<file path="src/rtl/alu_cmd_issuer_if.sv">
// Command and result handshake bundle for alu_cmd_issuer; slave = issuer, master = producer/consumer.
// res_zero exists only when ALU_ZERO_FLAG_EN is defined.
interface alu_cmd_issuer_if;
  logic       cmd_valid;
  logic       cmd_ready;
  logic [7:0] cmd_a;
  logic [7:0] cmd_b;
  logic [3:0] cmd_sel;
  logic       res_valid;
  logic       res_ready;
  logic [7:0] res_data;
  logic       res_cout;
  logic [3:0] res_sel;
`ifdef ALU_ZERO_FLAG_EN
  logic       res_zero;

  modport master (
    output cmd_valid, cmd_a, cmd_b, cmd_sel, res_ready,
    input  cmd_ready, res_valid, res_data, res_cout, res_sel, res_zero
  );
  modport slave (
    input  cmd_valid, cmd_a, cmd_b, cmd_sel, res_ready,
    output cmd_ready, res_valid, res_data, res_cout, res_sel, res_zero
  );
`else
  modport master (
    output cmd_valid, cmd_a, cmd_b, cmd_sel, res_ready,
    input  cmd_ready, res_valid, res_data, res_cout, res_sel
  );
  modport slave (
    input  cmd_valid, cmd_a, cmd_b, cmd_sel, res_ready,
    output cmd_ready, res_valid, res_data, res_cout, res_sel
  );
`endif
endinterface

</file>
<file path="src/rtl/alu_cmd_issuer.sv">
// FIFO-buffered ALU command issue: result valid SETTLE_CYCLES+1 cycles after a command reaches an idle block.
// cmd_ready drops only on FIFO full; a result holds until res_ready. Defining ALU_ZERO_FLAG_EN adds res_zero.
module alu_cmd_issuer #(
  parameter int FIFO_DEPTH    = 4,
  parameter int SETTLE_CYCLES = 1,
  parameter int CNT_W         = 16
) (
  input  logic             clk,
  input  logic             rst_n,
  alu_cmd_issuer_if.slave  io,
  output logic [7:0]       alu_a,
  output logic [7:0]       alu_b,
  output logic [3:0]       alu_sel,
  input  logic [7:0]       alu_out,
  input  logic             alu_cout,
  output logic             busy,
  output logic [CNT_W-1:0] op_count
);
  localparam int AW  = $clog2(FIFO_DEPTH);
  localparam int SCW = (SETTLE_CYCLES > 1) ? $clog2(SETTLE_CYCLES) : 1;
  localparam logic [SCW-1:0] SETTLE_LAST = SCW'(SETTLE_CYCLES - 1);

  typedef struct packed {
    logic [7:0] a;
    logic [7:0] b;
    logic [3:0] sel;
  } cmd_t;

  typedef enum logic [1:0] {IDLE, ISSUE, HOLD} state_t;

  cmd_t           mem_q [FIFO_DEPTH];
  cmd_t           head;
  logic [AW:0]    wr_ptr_q, wr_ptr_d, rd_ptr_q, rd_ptr_d;
  logic           fifo_empty, fifo_full, fifo_push, fifo_pop;

  state_t         state_q, state_d;
  logic [SCW-1:0] settle_q, settle_d;
  logic [7:0]     alu_a_q, alu_a_d, alu_b_q, alu_b_d;
  logic [3:0]     alu_sel_q, alu_sel_d;
  logic [7:0]     res_data_q, res_data_d;
  logic           res_cout_q, res_cout_d;
  logic [3:0]     res_sel_q, res_sel_d;
  logic [CNT_W-1:0] op_count_q, op_count_d;
`ifdef ALU_ZERO_FLAG_EN
  logic           res_zero_q, res_zero_d;
`endif

  // Extra pointer MSB distinguishes full from empty when the indices match.
  assign fifo_empty = (wr_ptr_q == rd_ptr_q);
  assign fifo_full  = (wr_ptr_q[AW] != rd_ptr_q[AW]) && (wr_ptr_q[AW-1:0] == rd_ptr_q[AW-1:0]);
  assign fifo_push  = io.cmd_valid && io.cmd_ready;
  assign head       = mem_q[rd_ptr_q[AW-1:0]];
  assign wr_ptr_d   = wr_ptr_q + {{AW{1'b0}}, fifo_push};
  assign rd_ptr_d   = rd_ptr_q + {{AW{1'b0}}, fifo_pop};

  always_ff @(posedge clk) begin
    if (fifo_push) begin
      mem_q[wr_ptr_q[AW-1:0]] <= '{a: io.cmd_a, b: io.cmd_b, sel: io.cmd_sel};
    end
  end

  always_comb begin
    state_d    = state_q;
    settle_d   = settle_q;
    fifo_pop   = 1'b0;
    alu_a_d    = alu_a_q;
    alu_b_d    = alu_b_q;
    alu_sel_d  = alu_sel_q;
    res_data_d = res_data_q;
    res_cout_d = res_cout_q;
    res_sel_d  = res_sel_q;
    op_count_d = op_count_q;
`ifdef ALU_ZERO_FLAG_EN
    res_zero_d = res_zero_q;
`endif
    case (state_q)
      IDLE: begin
        if (!fifo_empty) begin
          fifo_pop = 1'b1;
          state_d  = ISSUE;
        end
      end
      ISSUE: begin
        settle_d = settle_q + 1'b1;
        if (settle_q == SETTLE_LAST) begin
          res_data_d = alu_out;
          res_cout_d = alu_cout;
          res_sel_d  = alu_sel_q;
`ifdef ALU_ZERO_FLAG_EN
          res_zero_d = (alu_out == 8'h00);
`endif
          state_d    = HOLD;
        end
      end
      HOLD: begin
        if (io.res_ready) begin
          op_count_d = op_count_q + 1'b1;
          if (!fifo_empty) begin
            fifo_pop = 1'b1;
            state_d  = ISSUE;
          end else begin
            state_d  = IDLE;
          end
        end
      end
      default: state_d = IDLE;
    endcase
    // Every pop starts a fresh settle window with the popped operands.
    if (fifo_pop) begin
      alu_a_d   = head.a;
      alu_b_d   = head.b;
      alu_sel_d = head.sel;
      settle_d  = '0;
    end
  end

  always_ff @(posedge clk) begin
    if (!rst_n) begin
      wr_ptr_q   <= '0;
      rd_ptr_q   <= '0;
      state_q    <= IDLE;
      settle_q   <= '0;
      alu_a_q    <= '0;
      alu_b_q    <= '0;
      alu_sel_q  <= '0;
      res_data_q <= '0;
      res_cout_q <= 1'b0;
      res_sel_q  <= '0;
      op_count_q <= '0;
`ifdef ALU_ZERO_FLAG_EN
      res_zero_q <= 1'b0;
`endif
    end else begin
      wr_ptr_q   <= wr_ptr_d;
      rd_ptr_q   <= rd_ptr_d;
      state_q    <= state_d;
      settle_q   <= settle_d;
      alu_a_q    <= alu_a_d;
      alu_b_q    <= alu_b_d;
      alu_sel_q  <= alu_sel_d;
      res_data_q <= res_data_d;
      res_cout_q <= res_cout_d;
      res_sel_q  <= res_sel_d;
      op_count_q <= op_count_d;
`ifdef ALU_ZERO_FLAG_EN
      res_zero_q <= res_zero_d;
`endif
    end
  end

  assign io.cmd_ready = rst_n && !fifo_full;
  assign io.res_valid = (state_q == HOLD);
  assign io.res_data  = res_data_q;
  assign io.res_cout  = res_cout_q;
  assign io.res_sel   = res_sel_q;
`ifdef ALU_ZERO_FLAG_EN
  assign io.res_zero  = res_zero_q;
`endif
  assign alu_a    = alu_a_q;
  assign alu_b    = alu_b_q;
  assign alu_sel  = alu_sel_q;
  assign busy     = (state_q != IDLE) || !fifo_empty;
  assign op_count = op_count_q;

endmodule

</file>
<file path="src/flat_wrapper.sv">
// flat-port wrapper written by rule: the top's interface ports become plain ports
module alu_cmd_issuer_flat 
#(
  parameter int FIFO_DEPTH    = 4,
  parameter int SETTLE_CYCLES = 1,
  parameter int CNT_W         = 16
)
  (clk, rst_n, alu_a, alu_b, alu_sel, alu_out, alu_cout, busy, op_count, io_cmd_valid, io_cmd_a, io_cmd_b, io_cmd_sel, io_res_ready, io_cmd_ready, io_res_valid, io_res_data, io_res_cout, io_res_sel);
  alu_cmd_issuer_if io_i ();
  input  logic clk;
  input  logic rst_n;
  output logic [7:0] alu_a;
  output logic [7:0] alu_b;
  output logic [3:0] alu_sel;
  input  logic [7:0] alu_out;
  input  logic alu_cout;
  output logic busy;
  output logic [CNT_W-1:0] op_count;
  input wire logic [$bits(io_i.cmd_valid)-1:0] io_cmd_valid;
  input wire logic [$bits(io_i.cmd_a)-1:0] io_cmd_a;
  input wire logic [$bits(io_i.cmd_b)-1:0] io_cmd_b;
  input wire logic [$bits(io_i.cmd_sel)-1:0] io_cmd_sel;
  input wire logic [$bits(io_i.res_ready)-1:0] io_res_ready;
  output wire logic [$bits(io_i.cmd_ready)-1:0] io_cmd_ready;
  output wire logic [$bits(io_i.res_valid)-1:0] io_res_valid;
  output wire logic [$bits(io_i.res_data)-1:0] io_res_data;
  output wire logic [$bits(io_i.res_cout)-1:0] io_res_cout;
  output wire logic [$bits(io_i.res_sel)-1:0] io_res_sel;
  assign io_i.cmd_valid = io_cmd_valid;
  assign io_i.cmd_a = io_cmd_a;
  assign io_i.cmd_b = io_cmd_b;
  assign io_i.cmd_sel = io_cmd_sel;
  assign io_i.res_ready = io_res_ready;
  assign io_cmd_ready = io_i.cmd_ready;
  assign io_res_valid = io_i.res_valid;
  assign io_res_data = io_i.res_data;
  assign io_res_cout = io_i.res_cout;
  assign io_res_sel = io_i.res_sel;
  alu_cmd_issuer #(.FIFO_DEPTH(FIFO_DEPTH), .SETTLE_CYCLES(SETTLE_CYCLES), .CNT_W(CNT_W)) u_core (.clk(clk), .rst_n(rst_n), .io(io_i), .alu_a(alu_a), .alu_b(alu_b), .alu_sel(alu_sel), .alu_out(alu_out), .alu_cout(alu_cout), .busy(busy), .op_count(op_count));
endmodule
</file>
<file path="config.mk">
export PLATFORM = sky130hd
export DESIGN_NAME = alu_cmd_issuer_flat
export DESIGN_NICKNAME = d
export VERILOG_FILES = /design/src/rtl/alu_cmd_issuer_if.sv /design/src/rtl/alu_cmd_issuer.sv /design/src/flat_wrapper.sv
export SDC_FILE = /design/constraint.sdc
export NUM_CORES = 1
export LEC_CHECK = 0
export ABC_AREA = 0
export CAP_MARGIN = 40
export CORE_MARGIN = 4
export CORE_UTILIZATION = 40
export DETAILED_ROUTE_END_ITERATION = 8
export PLACE_DENSITY = 0.68
export REMOVE_ABC_BUFFERS = 1
export SYNTH_ARGS = -nofsm -noshare
export SYNTH_HDL_FRONTEND = slang
export SYNTH_SLANG_ARGS = --single-unit
</file>
<file path="constraint.sdc">
create_clock -name clk -period 5.5 [get_ports clk]
set_input_delay 0.55 -clock clk [delete_from_list [all_inputs] [get_ports clk]]
set_output_delay 0.55 -clock clk [all_outputs]
set_load 0.01 [all_outputs]
</file>
# After elaboration in Yosys (flattened, before gate mapping)

Memory sizes are Yosys's and may differ from the RTL's. A register that Yosys moved wholly into a read port is not among the register bits.
Index checks and enable logic that the tools add are counted.

Output and inout bits: 52
Memories: 1
Logic and storage cells: 46
Register bits after elaboration: 38
Memory bits (writable): 80
Bits of input ports: 33

Memory list:

| name         | depth | width | read ports | clocked after Yosys merged registers in | wr ports | RTL line             | RTL |
|---|---|---|---|---|---|---|---|
| u_core.mem_q | 4     | 20    | 1          | 1                                       | 1        | alu_cmd_issuer.sv:31 | `cmd_t mem_q [FIFO_DEPTH];` |

Mux-type cells: 10
Add/sub/neg operators: 4
Reduce and logical (&&, ||, !) cells: 13
Equal/unequal tests: 8
Bitwise logic cells: 2

Operator list:

| operator                | count |
|---|---|
| $add A16 B1 Y16 const B | 1 |
| $add A3 B1 Y3           | 2 |
| $mux W2                 | 3 |
| $ne A2 B2 Y1 const B    | 3 |
| $pmux W2 S3             | 1 |
| $mux W1                 | 5 |
| $reduce_and A2 Y1       | 2 |
| $eq A3 B3 Y1            | 1 |
| $logic_and A1 B1 Y1     | 3 |
| $logic_not A1 Y1        | 3 |
| $reduce_and A3 Y1       | 1 |
| $eq A2 B1 Y1 const B    | 1 |
| $eq A2 B2 Y1            | 1 |
| $eq A2 B2 Y1 const B    | 1 |
| $logic_not A2 Y1        | 1 |
| $not A1 Y1              | 2 |
| $pmux W1 S2             | 1 |
| $reduce_bool A2 Y1      | 1 |
| $reduce_or A2 Y1        | 1 |
| $add A1 B1 Y1 const B   | 1 |
| $logic_or A1 B1 Y1      | 1 |
| $ne A1 B1 Y1            | 1 |

# Logic depth before layout (Yosys ltp)

Gate-level depths: netlist (run 1).

Word-level depth: 7
Depth in mapped cells: 7
Gate-level depth less buffers: 7

# Least setup slack after synthesis (run 1)

No wires, ideal clock.

Kind: flip-flop to flip-flop
Start point: reg u_core.wr_ptr_q[1]
End point: mem u_core.mem_q[0][0] (netlist name) (enable)
Data arrival time: 2558 ps
Path buffers: 0
Setup time: 427 ps
Setup slack: 2516 ps
Cell stages (with the launch flop): 4
Cell sequence: dfxtp_1 > xor2_1 > o311a_1 > nor3b_1

Longest elaborated chain between the ends: 7

Ends and longest elaborated chain:

| what                          | RTL line              | RTL |
|---|---|---|
| start, declared               | alu_cmd_issuer.sv:33  | `logic [AW:0] wr_ptr_q, wr_ptr_d, rd_ptr_q, rd_ptr_d;` |
| start signal, assigned        | alu_cmd_issuer.sv:134 | `wr_ptr_q <= wr_ptr_d;` |
| $eq A2 B2 Y1                  | alu_cmd_issuer.sv:50  | `assign fifo_full = (wr_ptr_q[AW] != rd_ptr_q[AW]) && (wr_ptr_q[AW-1:0] == rd_ptr_q[AW-1:0]);` |
| $logic_and A1 B1 Y1           | alu_cmd_issuer.sv:50  |  |
| $logic_not A1 Y1              | alu_cmd_issuer.sv:151 | `assign io.cmd_ready = rst_n && !fifo_full;` |
| $logic_and A1 B1 Y1           | alu_cmd_issuer.sv:151 |  |
| $logic_and A1 B1 Y1           | alu_cmd_issuer.sv:51  | `assign fifo_push = io.cmd_valid && io.cmd_ready;` |
| $mux W1                       | alu_cmd_issuer.sv:57  | `if (fifo_push) begin` |
| $mux W1 (implied by the code) | alu_cmd_issuer.sv:58  | `mem_q[wr_ptr_q[AW-1:0]] <= '{a: io.cmd_a, b: io.cmd_b, sel: io.cmd_sel};` |
| end, declared                 | alu_cmd_issuer.sv:31  |  |

Several ways; a longest one is shown, not always the timed one.

# Worst setup path after layout (run 1)

Start point: reg u_core.rd_ptr_q[0]
End point: out io_cmd_ready

Longest elaborated chain between the ends: 4

Ends and longest elaborated chain:

| what                   | RTL line              | RTL |
|---|---|---|
| start, declared        | alu_cmd_issuer.sv:33  |  |
| start signal, assigned | alu_cmd_issuer.sv:135 | `rd_ptr_q <= rd_ptr_d;` |
| $eq A2 B2 Y1           | alu_cmd_issuer.sv:50  |  |
| $logic_and A1 B1 Y1    | alu_cmd_issuer.sv:50  |  |
| $logic_not A1 Y1       | alu_cmd_issuer.sv:151 |  |
| $logic_and A1 B1 Y1    | alu_cmd_issuer.sv:151 |  |
| end, declared          | flat_wrapper.sv:24    | `output wire logic [$bits(io_i.cmd_ready)-1:0] io_cmd_ready;` |

No other way between the ends.

==> results of run 1 <==
[power by group through the flow]
stage / registers, mW / clock network, mW / logic (mW)
finish: 1.30 / 1.06 / 0.629
global route: 1.32 / 1.13 / 0.692
CTS: 1.30 / 1.08 / 0.640
detailed placement: 1.32 / 0 / 0.633
global placement: 1.33 / 0 / 0.603
floorplan: 1.35 / 0 / 0.273
[worst max-delay path by stage]
stage | from | endpoint | slack [ns] | depth (start not counted)
after floorplan | u_core.rd_ptr_q[0] | u_core.mem_q[0][0] | 1.80 | 3
after global placement | u_core.rd_ptr_q[1] | u_core.mem_q[2][8] | 2.45 | 4
after detailed placement | rst_n | io_cmd_ready | 2.66 | 6
after CTS | u_core.rd_ptr_q[0] | io_cmd_ready | 2.44 | 4
after global routing | u_core.rd_ptr_q[0] | io_cmd_ready | 2.27 | 4
final | u_core.rd_ptr_q[0] | io_cmd_ready | 2.52 | 4
[cell type report]
class	instances	area share (%)
clock inverter	13	1.76
multi-input combinational	222	23.1
clock buffer	19	6.29
tap	172	3.12
sequential	138	51.8
timing repair buffer	92	13.8
inverter	3	0.163
[cells in the mapped netlist (3+ instances only)]
| library cell | number | area [um2] |
|---|---|---|
| nand3_1 | 25 | 125 |
| a21oi_1 | 20 | 100 |
| buf_2 | 6 | 30.0 |
| nor2_1 | 16 | 60.1 |
| ha_1 | 5 | 62.6 |
| xor2_1 | 10 | 87.6 |
| nor3_1 | 3 | 15.0 |
| nand2_1 | 53 | 199 |
| mux4_2 | 20 | 450 |
| and2_1 | 5 | 31.3 |
| dfxtp_1 | 58 | 1160 |
| nand4_1 | 6 | 37.5 |
| xnor2_1 | 4 | 35.0 |
| nand2b_1 | 4 | 25.0 |
| o21ai_0 | 22 | 110 |
| clkbuf_1 | 12 | 45.0 |
| inv_1 | 3 | 11.3 |
| edfxtp_1 | 80 | 2400 |
| or3_1 | 4 | 25.0 |
[per-stage QoR]
step	std cells	utilization [%]	hold slack [ns]
after floorplan	363	-	0.465
after global placement	623	49.1	0.441
after detailed placement	627	49.8	0.446
after CTS	659	54.1	0.454
after global routing	659	54.1	0.477
final	659	54.1	0.455
[worst min-delay path: cells and delay by family, from the launching register on]
family           cells  cell delay (ns)
flip-flops           1             0.30
AND/OR/NAND/NOR      1             0.05
AO/OA/AOI/OAI        1             0.05
[kinds of logic (layout without fill, tap and decap cells)]
family / after synthesis / after routing / synth area share (%)
flip-flops: 138 / 138 / 67.8
AND/OR/NAND/NOR: 131 / 131 / 12.2
AO/OA/AOI/OAI: 50 / 50 / 5.46
buffers and inverters: 24 / 127 / 2.00
multiplexers: 22 / 22 / 8.96
XOR/XNOR: 14 / 14 / 2.33
adder cells (fa/ha/maj): 5 / 5 / 1.19
[state kept, by name, summed over array words and instances (netlist names)]
name	flops
u_core.alu_sel	4
u_core.io.res_cout	1
u_core.alu_b	8
u_core.state_q	2
u_core.io.res_data	8
u_core.op_count	16
u_core.rd_ptr_q	3
u_core.io.res_sel	4
u_core.mem_q	80
u_core.settle_q	1
u_core.wr_ptr_q	3
u_core.alu_a	8
[routing by layer]
layer / part of all wire, % / vias to the layer above
met2: 47 / 102
met3: 6.5 / 17
met4: 1.8 / 0
met1: 44 / 1562
met5: 0 / -
li1: - / 1597
==> qor.txt, run 1 <==
Post-cts repair resize count -> 0
Logic gate share of total power -> 21.0%
Root buffer cell -> clkbuf_16
Final ANT Viol Nets -> 0
Vias per cell -> 4.97
Min-delay src -> u_core.io.res_cout
Maximum vdd drop -> 0.273 mV
CP Buf/Inv Count -> 1
Peak Freq -> 0.335 GHz
Buffers added on ports -> 84
Slowest stage delay, CP -> 0.83 ns
Internal power -> 2.16 mW
CTS tree -> done
# IOs -> 85
Initial antenna violation count -> 0
M3 GR Usage -> 4.19%
EDFF count, synth -> 80
Drt initial violations -> 232
Clock power frac -> 35.4%
Hold endpoint -> u_core.io.res_cout
Most common cell after layout, fill and taps aside -> clkdlybuf4s50_1
Total CTS buffers -> 17
Hold_buf cts -> 0
CTS Sinks -> 138
Power Density -> 434 nW/um2
Tot Pwr -> 2.99 mW
Worst path top cell family by delay -> flip-flops
Synth Flop Type -> edfxtp_1
Place WS -> 2.66 ns
Async SR Flop Fraction -> 0%
Site Rows -> 41
RD Place Congestion -> 0.764
Placed instance area -> 6330 um2
Detailed-route via count -> 3278
First-pass GRT wire length -> 17400 um
Post-Syn Area per Cell -> 13.7 um2
Final period util -> 54.2%
Mapped Cells -> 384
Crit path max fanout -> 22
Fill cells -> 1096
Yosys warns -> 0
Clock transition at path regs -> 0.06 ns
Critical path type -> flop to output port
RSZ-0062 raised after global routing -> false
Setup Fix Bufs, Post-CTS -> 0
Fin nets -> 512
Hold Path Stages -> 2
GRT Util Overall -> 15.4%
Met2 usage -> 24.2%
Crit path DAT -> 2.43 ns
R2R Path Start -> u_core.rd_ptr_q[0]
Most frequent cells in the layout -> clkdlybuf4s50_1 (83), edfxtp_1 (80), dfxtp_1 (57)
Register Area -> 3560 um2
Run status -> finished, final reports clean
Tmin final -> 2.98 ns
Worst Max-Slew Pin Slew -> 0.801 ns
Final Setup Violations -> 0
R2r setup slk -> 2.80 ns
Slew Limit Headroom -> 46.4%
Post-DP HPWL -> 6990 um
Die span in x -> 123 um
Largest net degree at the start of global routing -> 42
Core area -> 12700 um2
Setup Skew -> 0.00487 ns
Final slew viol count -> 0
Vias in the first global route -> 3307
#FFs+latches synth -> 138
Clock Latency Late Sink -> 0.42 ns
Design Area, Final -> 6890 um2
Met1 global-route usage -> 19.9%
MaxCap Viol Count -> 0
Area delta synth->final -> 31.1%
H-tree depth -> 4
LEAKAGE -> 2.33 nW
GR peak layer -> met2
Critical Path Slowest Stage Cell -> dfxtp_2
First-pass detailed-route iteration total -> 4
Reg power frac -> 43.5%
Net Switching -> 0.824 mW
Share of layout cells above drive strength 1 -> 13.8%
Setup TNS -> 0 ns
Post-Syn Area -> 5250 um2
Hold Vio Cnt, Final -> 0
Multi-input logic area -> 1590 um2
N_diodes -> 0
CP endpoint kind -> output port
WP data required -> 4.95 ns
Yosys cell types -> 41
Sw Share -> 27.6%
Die ar. -> 15000 um2
Startpoint Class -> flop
Global route total overflow -> 0
DRC Markers -> 0
Worst path cell trace -> xor2_1, nor3_1, nor2_1, clkdlybuf4s50_1
Buffer depth of the longest clock path -> 2
Reg2reg end -> u_core.mem_q[2][15]
Vert. Die Dim -> 123 um
Initial Utilization -> 41.3%
Setup ws final -> 2.52 ns
R2R depth -> 5
Sequential share of the synthesized area -> 67.8%
Post-DR wirelength/cell -> 16.2 um
Hold Path Class -> flop to flop
Routed wire length -> 10700 um
No activity file was read; power rests on OpenSTA's default activity.
==> run 2, diff against run 1 <==
- clock period: 5.5 -> 2.9 ns (I/O delays scaled with it)
==> qor.txt, run 2 (synthesized netlist as in run 1, its figures left out) <==
GR peak layer -> met2
Critical path type -> flop to output port
Post-cts repair resize count -> 0
Slew Limit Headroom -> 47.7%
DRC Markers -> 0
Maximum vdd drop -> 0.479 mV
Largest net degree at the start of global routing -> 45
Clock transition at path regs -> 0.05 ns
CTS tree -> done
Total CTS buffers -> 17
Buffers added on ports -> 84
Fill cells -> 1132
GRT Util Overall -> 14.7%
Hold Path Class -> input port to flop
Critical Path Slowest Stage Cell -> clkdlybuf4s50_1
Worst Max-Slew Pin Slew -> 0.781 ns
Crit path max fanout -> 6
Site Rows -> 41
Drt initial violations -> 225
N_diodes -> 0
CP endpoint kind -> output port
Initial antenna violation count -> 1
RSZ-0062 raised after global routing -> false
Die ar. -> 15000 um2
CTS Sinks -> 138
Peak Freq -> 0.436 GHz
Final period util -> 79.1%
Post-DR wirelength/cell -> 15.7 um
# IOs -> 85
Cell Count, Final, Fillers Out -> 660
Buffer depth of the longest clock path -> 2
Multi-input logic area -> 1590 um2
Place WS -> 0.893 ns
Detailed-route via count -> 3295
Hold_buf cts -> 0
Most common cell after layout, fill and taps aside -> clkdlybuf4s50_1
Tot Pwr -> 5.69 mW
Final Setup Violations -> 0
Placed insts -> 628
First-pass GRT wire length -> 16500 um
Worst path cell trace -> xor2_1, nor3_1, nor2_1, clkdlybuf4s50_1
Initial Utilization -> 41.3%
Crit path DAT -> 2.00 ns
Worst path top cell family by delay -> buffers and inverters
Met2 usage -> 23.6%
Vias in the first global route -> 3252
First-pass detailed-route iteration total -> 4
Met1 global-route usage -> 17.8%
Root buffer cell -> clkbuf_16
Power Density -> 830 nW/um2
Run status -> finished, final reports clean
Most frequent cells in the layout -> clkdlybuf4s50_1 (83), edfxtp_1 (80), dfxtp_1 (57)
Final ANT Viol Nets -> 0
Startpoint Class -> flop
Core area -> 12700 um2
Setup ws final -> 0.606 ns
Hold Vio Cnt, Final -> 0
Die span in x -> 123 um
Share of layout cells above drive strength 1 -> 14.3%
Vias per cell -> 4.99
Routed wire length -> 10300 um
CP Buf/Inv Count -> 1
Fin nets -> 513
MaxCap Viol Count -> 0
Max reg flops -> 80
LEAKAGE -> 2.34 nW
Setup Fix Bufs, Post-CTS -> 0
M3 GR Usage -> 5.76%
Clock Latency Late Sink -> 0.42 ns
RD Place Congestion -> 0.780
WP data required -> 2.61 ns
Global route total overflow -> 0
Final slew viol count -> 0
Post-DP HPWL -> 6630 um
Setup Skew -> 0.0118 ns
Tmin final -> 2.29 ns
Vert. Die Dim -> 123 um
Setup TNS -> 0 ns
Slowest stage delay, CP -> 0.54 ns
Register Area -> 3560 um2
H-tree depth -> 4
Area delta synth->final -> 30.7%
-- run 2: metal layers --
layer / vias up / wire length [um]
li1: 1597 / -
met1: 1580 / 4460
met2: 100 / 5030
met3: 16 / 682
met4: 2 / 151
met5: - / 15
-- run 2: path summary, 6_finish.rpt --
| check | cells past startpoint | start | slack (ns) | endpoint |
|---|---|---|---|---|
| max | 4 | u_core.wr_ptr_q[1] | 0.61 | io_cmd_ready |
| min | 2 | rst_n | 0.18 | u_core.op_count[14] |
| max reg2reg | 4 | u_core.wr_ptr_q[1] | 0.91 | u_core.mem_q[0][1] |
| min reg2reg | 2 | u_core.io.res_sel[3] | 0.45 | u_core.io.res_sel[3] |
-- run 2: per-stage QoR --
stage / instance area (um2) / hold WS, ns / util, %
global route: 6860 / 0.167 / 53.9
floorplan: 5160 / 0.389 / -
detailed placement: 6290 / 0.446 / 49.4
finish: 6860 / 0.185 / 53.9
global placement: 6290 / 0.442 / 49.4
CTS: 6860 / 0.170 / 53.9
-- run 2: power by group --
part	internal (mW)	switching, mW	leakage, nW
Combinational	0.624	0.601	0.862
Clock	1.26	0.808	0.279
Sequential	2.28	0.116	1.20
-- run 2: layout make-up --
class	count	area share, %
multi-input cells	222	23.2
flip-flops and latches	138	51.9
clock inverters	15	2.21
inverters	3	0.164
well taps	172	3.14
repair buffers	93	13.2
clock buffers	17	6.20
